--- config.mk ---
export PLATFORM = sky130hd
export DESIGN_NAME = alu_exec_unit
export DESIGN_NICKNAME = d
export VERILOG_FILES = /design/src/rtl/alu_exec_unit.sv
export SDC_FILE = /design/constraint.sdc
export NUM_CORES = 1
export LEC_CHECK = 0
export CORE_MARGIN = 3
export CORE_UTILIZATION = 50
export DETAILED_ROUTE_END_ITERATION = 7
export GPL_TIMING_DRIVEN = 0
export PLACE_DENSITY = 0.83
export SYNTH_ARGS = -nofsm -noshare
export SYNTH_HDL_FRONTEND = slang
export SYNTH_SLANG_ARGS = --single-unit
--- constraint.sdc ---
create_clock -name Clk -period 3.3 [get_ports Clk]
set_input_delay 0.495 -clock Clk [delete_from_list [all_inputs] [get_ports Clk]]
set_output_delay 0.495 -clock Clk [all_outputs]
set_load 0.02 [all_outputs]
--- src/rtl/alu_exec_unit.sv ---
// alu_exec_unit: sequential ALU execute stage with valid/ready handshakes
// on both the operand side and the result side.
// Shifts by n run one bit per cycle. The first bit is shifted at the accept edge.
// All other operations finish at the accept edge.
// Optional feature macro: ALU_SUB_EN enables OP 4'b1100 = SUB (A-B, SC_out = borrow).
// When ALU_SUB_EN is undefined, OP 4'b1100 is treated as an illegal opcode.
module alu_exec_unit #(
  parameter int W       = 8,
  parameter int SHAMT_W = 3
) (
  input  logic               Clk,
  input  logic               Reset_n,
  input  logic               InValid,
  output logic               InReady,
  input  logic [3:0]         OP,
  input  logic [W-1:0]       InputA,
  input  logic [W-1:0]       InputB,
  input  logic               SC_in,
  output logic               OutValid,
  input  logic               OutReady,
  output logic [W-1:0]       Out,
  output logic               Zero,
  output logic               SC_out,
  output logic               IllegalOp
);

  localparam logic [3:0] OP_LSH = 4'b0000;
  localparam logic [3:0] OP_RSH = 4'b0001;
  localparam logic [3:0] OP_AND = 4'b0010;
  localparam logic [3:0] OP_OR  = 4'b0011;
  localparam logic [3:0] OP_GEQ = 4'b1000;
  localparam logic [3:0] OP_EQ  = 4'b1001;
  localparam logic [3:0] OP_NEG = 4'b1010;
  localparam logic [3:0] OP_ADD = 4'b1011;
`ifdef ALU_SUB_EN
  localparam logic [3:0] OP_SUB = 4'b1100;
`endif
  localparam logic [3:0] OP_NEQ = 4'b1101;

  localparam logic [W-1:0]       ZERO_W  = {W{1'b0}};
  localparam logic [W-1:0]       ONE_W   = {{(W-1){1'b0}}, 1'b1};
  localparam logic [SHAMT_W-1:0] CNT_ONE = {{(SHAMT_W-1){1'b0}}, 1'b1};
  localparam logic [SHAMT_W-1:0] CNT_ZERO = {SHAMT_W{1'b0}};

  typedef enum logic [1:0] {
    S_IDLE  = 2'd0,
    S_SHIFT = 2'd1,
    S_DONE  = 2'd2
  } state_t;

  state_t             state_q, state_d;
  logic [W-1:0]       res_q, res_d;
  logic               sc_q, sc_d;
  logic               zero_q, zero_d;
  logic               ill_q, ill_d;
  logic [SHAMT_W-1:0] cnt_q, cnt_d;
  logic               dir_q, dir_d;    // 1 = shift right
  logic               fill_q, fill_d;  // bit shifted in

  logic               accept_s;
  logic               is_shift_s;
  logic [SHAMT_W-1:0] shamt_s;
  logic [W:0]         sum_s;

  assign accept_s   = InValid && (state_q == S_IDLE);
  assign is_shift_s = (OP == OP_LSH) || (OP == OP_RSH);
  assign shamt_s    = InputB[SHAMT_W-1:0];
  assign sum_s      = {1'b0, InputA} + {1'b0, InputB};

  // State register: abort any operation as soon as reset is asserted.
  always_ff @(posedge Clk or negedge Reset_n) begin
    if (!Reset_n) begin
      state_q <= S_IDLE;
    end else begin
      state_q <= state_d;
    end
  end

  // Next-state logic: long shifts park in SHIFT and everything else goes straight to DONE.
  always_comb begin
    state_d = state_q;
    case (state_q)
      S_IDLE: begin
        if (InValid) begin
          if (is_shift_s && (shamt_s > CNT_ONE)) begin
            state_d = S_SHIFT;
          end else begin
            state_d = S_DONE;
          end
        end else begin
          state_d = S_IDLE;
        end
      end
      S_SHIFT: begin
        if (cnt_q == CNT_ONE) begin
          state_d = S_DONE;
        end else begin
          state_d = S_SHIFT;
        end
      end
      S_DONE: begin
        if (OutReady) begin
          state_d = S_IDLE;
        end else begin
          state_d = S_DONE;
        end
      end
      default: state_d = S_IDLE;
    endcase
  end

  // Datapath next values: compute at accept, shift one bit per SHIFT cycle, and hold otherwise.
  always_comb begin
    res_d  = res_q;
    sc_d   = sc_q;
    zero_d = zero_q;
    ill_d  = ill_q;
    cnt_d  = cnt_q;
    dir_d  = dir_q;
    fill_d = fill_q;
    if (accept_s) begin
      dir_d  = OP[0];
      fill_d = SC_in;
      ill_d  = 1'b0;
      sc_d   = 1'b0;
      cnt_d  = (shamt_s == CNT_ZERO) ? CNT_ZERO : (shamt_s - CNT_ONE);
      case (OP)
        OP_LSH: begin
          if (shamt_s == CNT_ZERO) begin
            res_d = InputA;
          end else begin
            res_d = {InputA[W-2:0], SC_in};
            sc_d  = InputA[W-1];
          end
        end
        OP_RSH: begin
          if (shamt_s == CNT_ZERO) begin
            res_d = InputA;
          end else begin
            res_d = {SC_in, InputA[W-1:1]};
            sc_d  = InputA[0];
          end
        end
        OP_AND: res_d = InputA & InputB;
        OP_OR:  res_d = InputA | InputB;
        OP_GEQ: res_d = {{(W-1){1'b0}}, (InputA >= InputB)};
        OP_EQ:  res_d = {{(W-1){1'b0}}, (InputA == InputB)};
        OP_NEQ: res_d = {{(W-1){1'b0}}, (InputA != InputB)};
        OP_NEG: res_d = ~InputA + ONE_W;
        OP_ADD: begin
          res_d = sum_s[W-1:0];
          sc_d  = sum_s[W];
        end
`ifdef ALU_SUB_EN
        OP_SUB: begin
          res_d = InputA - InputB;
          sc_d  = (InputA < InputB);
        end
`endif
        default: begin
          res_d = ZERO_W;
          ill_d = 1'b1;
        end
      endcase
      zero_d = (res_d == ZERO_W);
    end else if (state_q == S_SHIFT) begin
      if (dir_q) begin
        res_d = {fill_q, res_q[W-1:1]};
        sc_d  = res_q[0];
      end else begin
        res_d = {res_q[W-2:0], fill_q};
        sc_d  = res_q[W-1];
      end
      cnt_d  = cnt_q - CNT_ONE;
      zero_d = (res_d == ZERO_W);
    end else begin
      res_d = res_q;
    end
  end

  // Datapath registers: cleared by reset, which also discards any partial shift result.
  always_ff @(posedge Clk or negedge Reset_n) begin
    if (!Reset_n) begin
      res_q  <= ZERO_W;
      sc_q   <= 1'b0;
      zero_q <= 1'b0;
      ill_q  <= 1'b0;
      cnt_q  <= CNT_ZERO;
      dir_q  <= 1'b0;
      fill_q <= 1'b0;
    end else begin
      res_q  <= res_d;
      sc_q   <= sc_d;
      zero_q <= zero_d;
      ill_q  <= ill_d;
      cnt_q  <= cnt_d;
      dir_q  <= dir_d;
      fill_q <= fill_d;
    end
  end

  // Output decode: handshake flags come from the state register and results come from registers.
  always_comb begin
    InReady   = (state_q == S_IDLE);
    OutValid  = (state_q == S_DONE);
    Out       = res_q;
    Zero      = zero_q;
    SC_out    = sc_q;
    IllegalOp = ill_q;
  end

endmodule

# After elaboration in Yosys (flattened, before gate mapping)
# Index checks and enable logic that the tools add are counted.
totals:
  register_bits: 18
  inputBits: 25
  output_inout_bits: 13
  elab_cells: 66
op_classes:
  n_addsub: 4
  n_lt_le_gt_ge: 2
  eq_ne: 13
  muxes: 26
  bitwise: 3
  reduce_logical: 10
op_table:
  columns: ["op", "n"]
  rows:
  - ["$pmux 8 s9", 1]
  - ["$mux 8", 8]
  - ["$eq 4x4->1 const B", 5]
  - ["$logic_not 8->1", 2]
  - ["$add 8x8->9", 1]
  - ["$mux 3", 3]
  - ["$reduce_or 9->1", 1]
  - ["$add 8x1->8 const B", 1]
  - ["$and 8x8->8", 1]
  - ["$eq 4x2->1 const B", 2]
  - ["$eq 8x8->1", 1]
  - ["$ge 8x8->1", 1]
  - ["$mux 1", 8]
  - ["$mux 2", 4]
  - ["$ne 8x8->1", 1]
  - ["$not 8->8", 1]
  - ["$or 8x8->8", 1]
  - ["$pmux 2 s3", 1]
  - ["$sub 3x1->3 const B", 2]
  - ["$eq 4x1->1 const B", 1]
  - ["$logic_not 4->1", 1]
  - ["$eq 3x1->1 const B", 1]
  - ["$gt 3x1->1 const B", 1]
  - ["$logic_not 3->1", 1]
  - ["other kinds (7)", 8]

# Depth between registers and ports, before layout
depth:
  word_depth: 6
  mapped_depth: 12
  depth_no_buf: 11

# Least setup slack after synthesis
# Ideal clock, no wire load.
synth_timing:
  kind: "input-to-reg"
  from: "input InputA[0]"
  to: "register zero_q (netlist: Zero)"
  setup_ps: 66
  arrival_ps: 2292
  t_required_ps: 3234
  slack_ps: 942
  path_stages: 10
  path_buffers: 0
  cell_sequence: "ha_1 > inv_1 > fa_1 > nand2b_1 > a21oi_1 > a211oi_1 > nor4b_2 > and4_1 > and3b_1 > o32a_1"
synth_via:
  elab_chain_cells: 6
  elab_cells_between_ends: 14
synth_rtl:
  columns: ["element", "line_no", "rtl"]
  rows:
  - ["start, declared", "16", "input logic [W-1:0] InputA,"]
  - ["$not 8->8", "149", "OP_NEG: res_d = ~InputA + ONE_W;"]
  - ["$add 8x1->8", "149", null]
  - ["$pmux 8 s9 (*)", "127", "case (OP)"]
  - ["$mux 8 (*)", "121", "if (accept_s) begin"]
  - ["$logic_not 8->1 (*)", "165", "zero_d = (res_d == ZERO_W);"]
  - ["$mux 1 (*)", "121", null]
  - ["end signal, assigned", "194", "zero_q <= zero_d;"]
  - ["end, declared", "54", "logic zero_q, zero_d;"]
# Mark *: on every way between the ends. The rest lies on a longest branch, timed or not. The select of a mux whose other input is x is not followed.
# A chain may end at the register's enable or synchronous reset.

# Final worst setup path
layout_timing:
  from: "input InputA[5]"
  to: "register zero_q (netlist: Zero)"
# Same word-level chain as after synthesis.

==> impl_metrics.yaml <==
cells_and_area:
  area_growth_pct: 19.84
  finish.utilization_pct: 64.58
  antenna-diode-count: 0
  drive_gt1_share_pct: 7.310
  fin_nets: 398
sta:
  finalCriticalPeriod_ns: 3.145
  fmaxAchievable_mhz: 317.9
  fin_skew_ns: 0.002000
  slew-limit-headroom_pct: 45.05
  setup_viol: 0
  rsz0062_at_grt: "false"
  tightest_slew_ns: 0.8216
  hold-worst-slack_ns: 0.5095
  slew_violations: 0
  hold_violations: 0
  min_period_over_period_pct: 95.31
synth:
  synth-async-reset-ratio_pct: 100.0
  synth.most_common_cell: "nand2_1"
  synthFlopType: "dfrtp_1"
  yosysUniqueCellTypes: 65
  synth_edf_count: 0
  synth.top_cells.by_count: "nand2_1, ha_1, inv_1"
  synthTopCellsByArea: "dfrtp_1, ha_1, mux2i_1, nand2_1, inv_1"
  ys_seq_elements: 18
  syn_area_per_cell_um2: 8.092
  synth-seq-area-share_pct: 18.31
  syn_nets: 359
  synthCells: 304
  yosysTopAreaCell: "dfrtp_1"
  netlist_area_um2: 2460
  synth_warnings: 0
  synth_top_area_share_pct: 18.31
critical_path:
  crit_top_cell: "and4_1"
  rr_endpoint: "Zero$_DFFE_PN0P_"
  reg2reg_from: "state_q[1]$_DFF_PN0_"
  crit_type: "in -> reg"
  cp_slowest_cell: "clkdlybuf4s50_1"
  critPathMaxStageDelay_ns: 0.62
  crit_required_ns: 3.50
  cp_cell_sequence: "clkdlybuf4s50_1 -> inv_1 -> ha_1 -> clkbuf_1 -> nor4_2 -> a21oi_1 -> a31oi_1 -> and4_1 -> and4_1 -> and3b_1 -> o32a_1"
  arrival_ns: 3.34
  cp_max_fo: 9
  timing.reg2reg.setup_slack_ns: 1.22
  endpoint_kind: "register"
  worstSetupStartpointType: "input pin"
  ff2ff_path_depth: 8
floorplan:
  num_rows: 24
  dieArea_um2: 5797
  dieWidth_um: 76.14
  die_y_um: 76.14
  ioPinCount: 38
  initial_core_util_pct: 53.89
  fp.coreArea_um2: 4564
clock_network:
  clkTransAtPathRegs_ns: 0.07
  cts_resized: 0
  cts_buffers: 3
  clockBufferDepth: 2
  root_buffer: "clkbuf_8"
  cts.sinks: 18
  htree_levels: 1
  post_cts_buffers: 0
  cts_tree: "built"
  ctsHoldBuffers: 0
  clkLatencyLatePin_ns: 0.25
route:
  wl_mm: 6.329
  first_pass_iters: 5
  drtIter0Drc: 124
  vias: 2435
  routedWlPerCell_um: 15.55
  viasPerCell: 5.983
  drc_errors: 0
  drtAntennaViolNets: 0
power_and_ir_drop:
  power_switching_share_pct: 43.74
  power_density_nw_per_um2: 498.3
  intPower_w: 0.0008263
  power_switching_w: 0.0006425
  power.total_w: 0.001469
  combPwrFrac_pct: 59.3
  pwr-share-seq_pct: 28.3
  clkPwrFrac_pct: 12.4
  vdd_drop_max_v: 0.0002559
  p_leak_nw: 1.314
global_route:
  first_global_vias: 2234
  grt_pass1_wl_mm: 10.72
  gr-total-overflow: 0
  grt_max_degree: 19
  grt.total_usage_pct: 22.01
  antenna_found_initial: 0
min_path:
  min_path_type: "reg -> reg"
  min_to: "IllegalOp$_DFFE_PN0P_"
  hold_depth: 2
  holdCritStartpoint: "IllegalOp$_DFFE_PN0P_"
placement:
  dp.final_hpwl_mm: 4.806
  port_buffers: 34
  gp_congestion: 0.9057
run_status:
  status: "finished, final reports clean"
job:
  maxCapViolations: 0
## cells by family (layout without fill, tap and decap cells)
logic type	after synthesis	in the layout	share of synthesized area [%]
xor gates and xnor gates	7	7	2.492
AOI/OAI and AO/OA	85	85	23.86
muxes	23	23	9.410
and+or+nand+nor	95	95	21.41
buffers and inverters	46	84	8.952
adders and majority gates	30	30	15.56
DFF	18	18	18.31
## worst max path at each step
stage | slack, ns | to | from
finish | 0.15 | Zero$_DFFE_PN0P_ | InputA[5]
detailed placement | -0.18 | Zero$_DFFE_PN0P_ | InputA[0]
CTS | 0.06 | Zero$_DFFE_PN0P_ | InputA[0]
global route | 0.004 | Zero$_DFFE_PN0P_ | InputA[5]
global placement | -0.15 | Zero$_DFFE_PN0P_ | InputA[0]
floorplan | 0.94 | Zero$_DFFE_PN0P_ | InputA[0]
## power groups by stage
stage	logic, W	clock network [W]	registers (W)
after global routing	0.000958	0.000190	0.000433
final	0.000871	0.000182	0.000416
after global placement	0.000844	0	0.000413
after detailed placement	0.000861	0	0.000418
after floorplan	0.000514	0	0.000460
after CTS	0.000866	0.000182	0.000415
## per-stage QoR
step                setup slack (ns)  setup TNS, ns  cell area (µm²)  instances
floorplan                     0.9416              0             2460        304
global placement             -0.1452        -0.1452             2882        403
detailed placement           -0.1814        -0.1814             2882        403
CTS                          0.06179              0             2937        407
global route                0.003756              0             2948        407
finish                        0.1548              0             2948        407
## registers in the layout (all words and copies together), names as in the netlist
signal / flops
IllegalOp: 1
fill_q: 1
SC_out: 1
Zero: 1
cnt_q: 3
dir_q: 1
state_q: 2
Out: 8
## worst max-delay path: cells and delay by family
family | cells | cell delay [ns]
buf+inv | 3 | 0.95
simple gates | 4 | 1.17
compound gates | 3 | 0.41
fa+ha+maj | 1 | 0.31
## cell type report
cell class	instances	area [µm²]
buffer	19	118.9
clock buffer	4	55.05
fill	411	1617
inverter	27	101.3
multi-input combinational	240	1795
sequential	18	450.4
tap	65	81.33
timing repair buffer	34	345.3
## cell usage in the layout, fill, tap and decap left out, types with 5 or more instances in the layout
| master | synthesis | layout |
|---|---|---|
| buf_2 | 5 | 5 |
| clkdlybuf4s50_1 | 0 | 32 |
| o21ai_0 | 18 | 18 |
| a21oi_1 | 17 | 17 |
| inv_1 | 27 | 27 |
| nand2_1 | 32 | 32 |
| dfrtp_1 | 18 | 18 |
| ha_1 | 29 | 29 |
| a211oi_1 | 6 | 6 |
| clkbuf_1 | 7 | 7 |
| nor2_1 | 15 | 15 |
| o221ai_1 | 5 | 5 |
| mux2i_1 | 22 | 22 |
| nand2b_1 | 11 | 11 |
| o211ai_1 | 7 | 7 |
| xnor2_1 | 6 | 6 |
## layer usage
metal  vias to the layer above  routed length (µm)  global-route usage, %
met5                         -                   0                      0
met3                        11                 419                  2.128
li1                       1177                   -                      -
met4                         0                 104                  6.159
met1                      1148                2816                  30.23
met2                        99                2989                  36.79
Note: power is estimated with default switching activity, not from simulation.
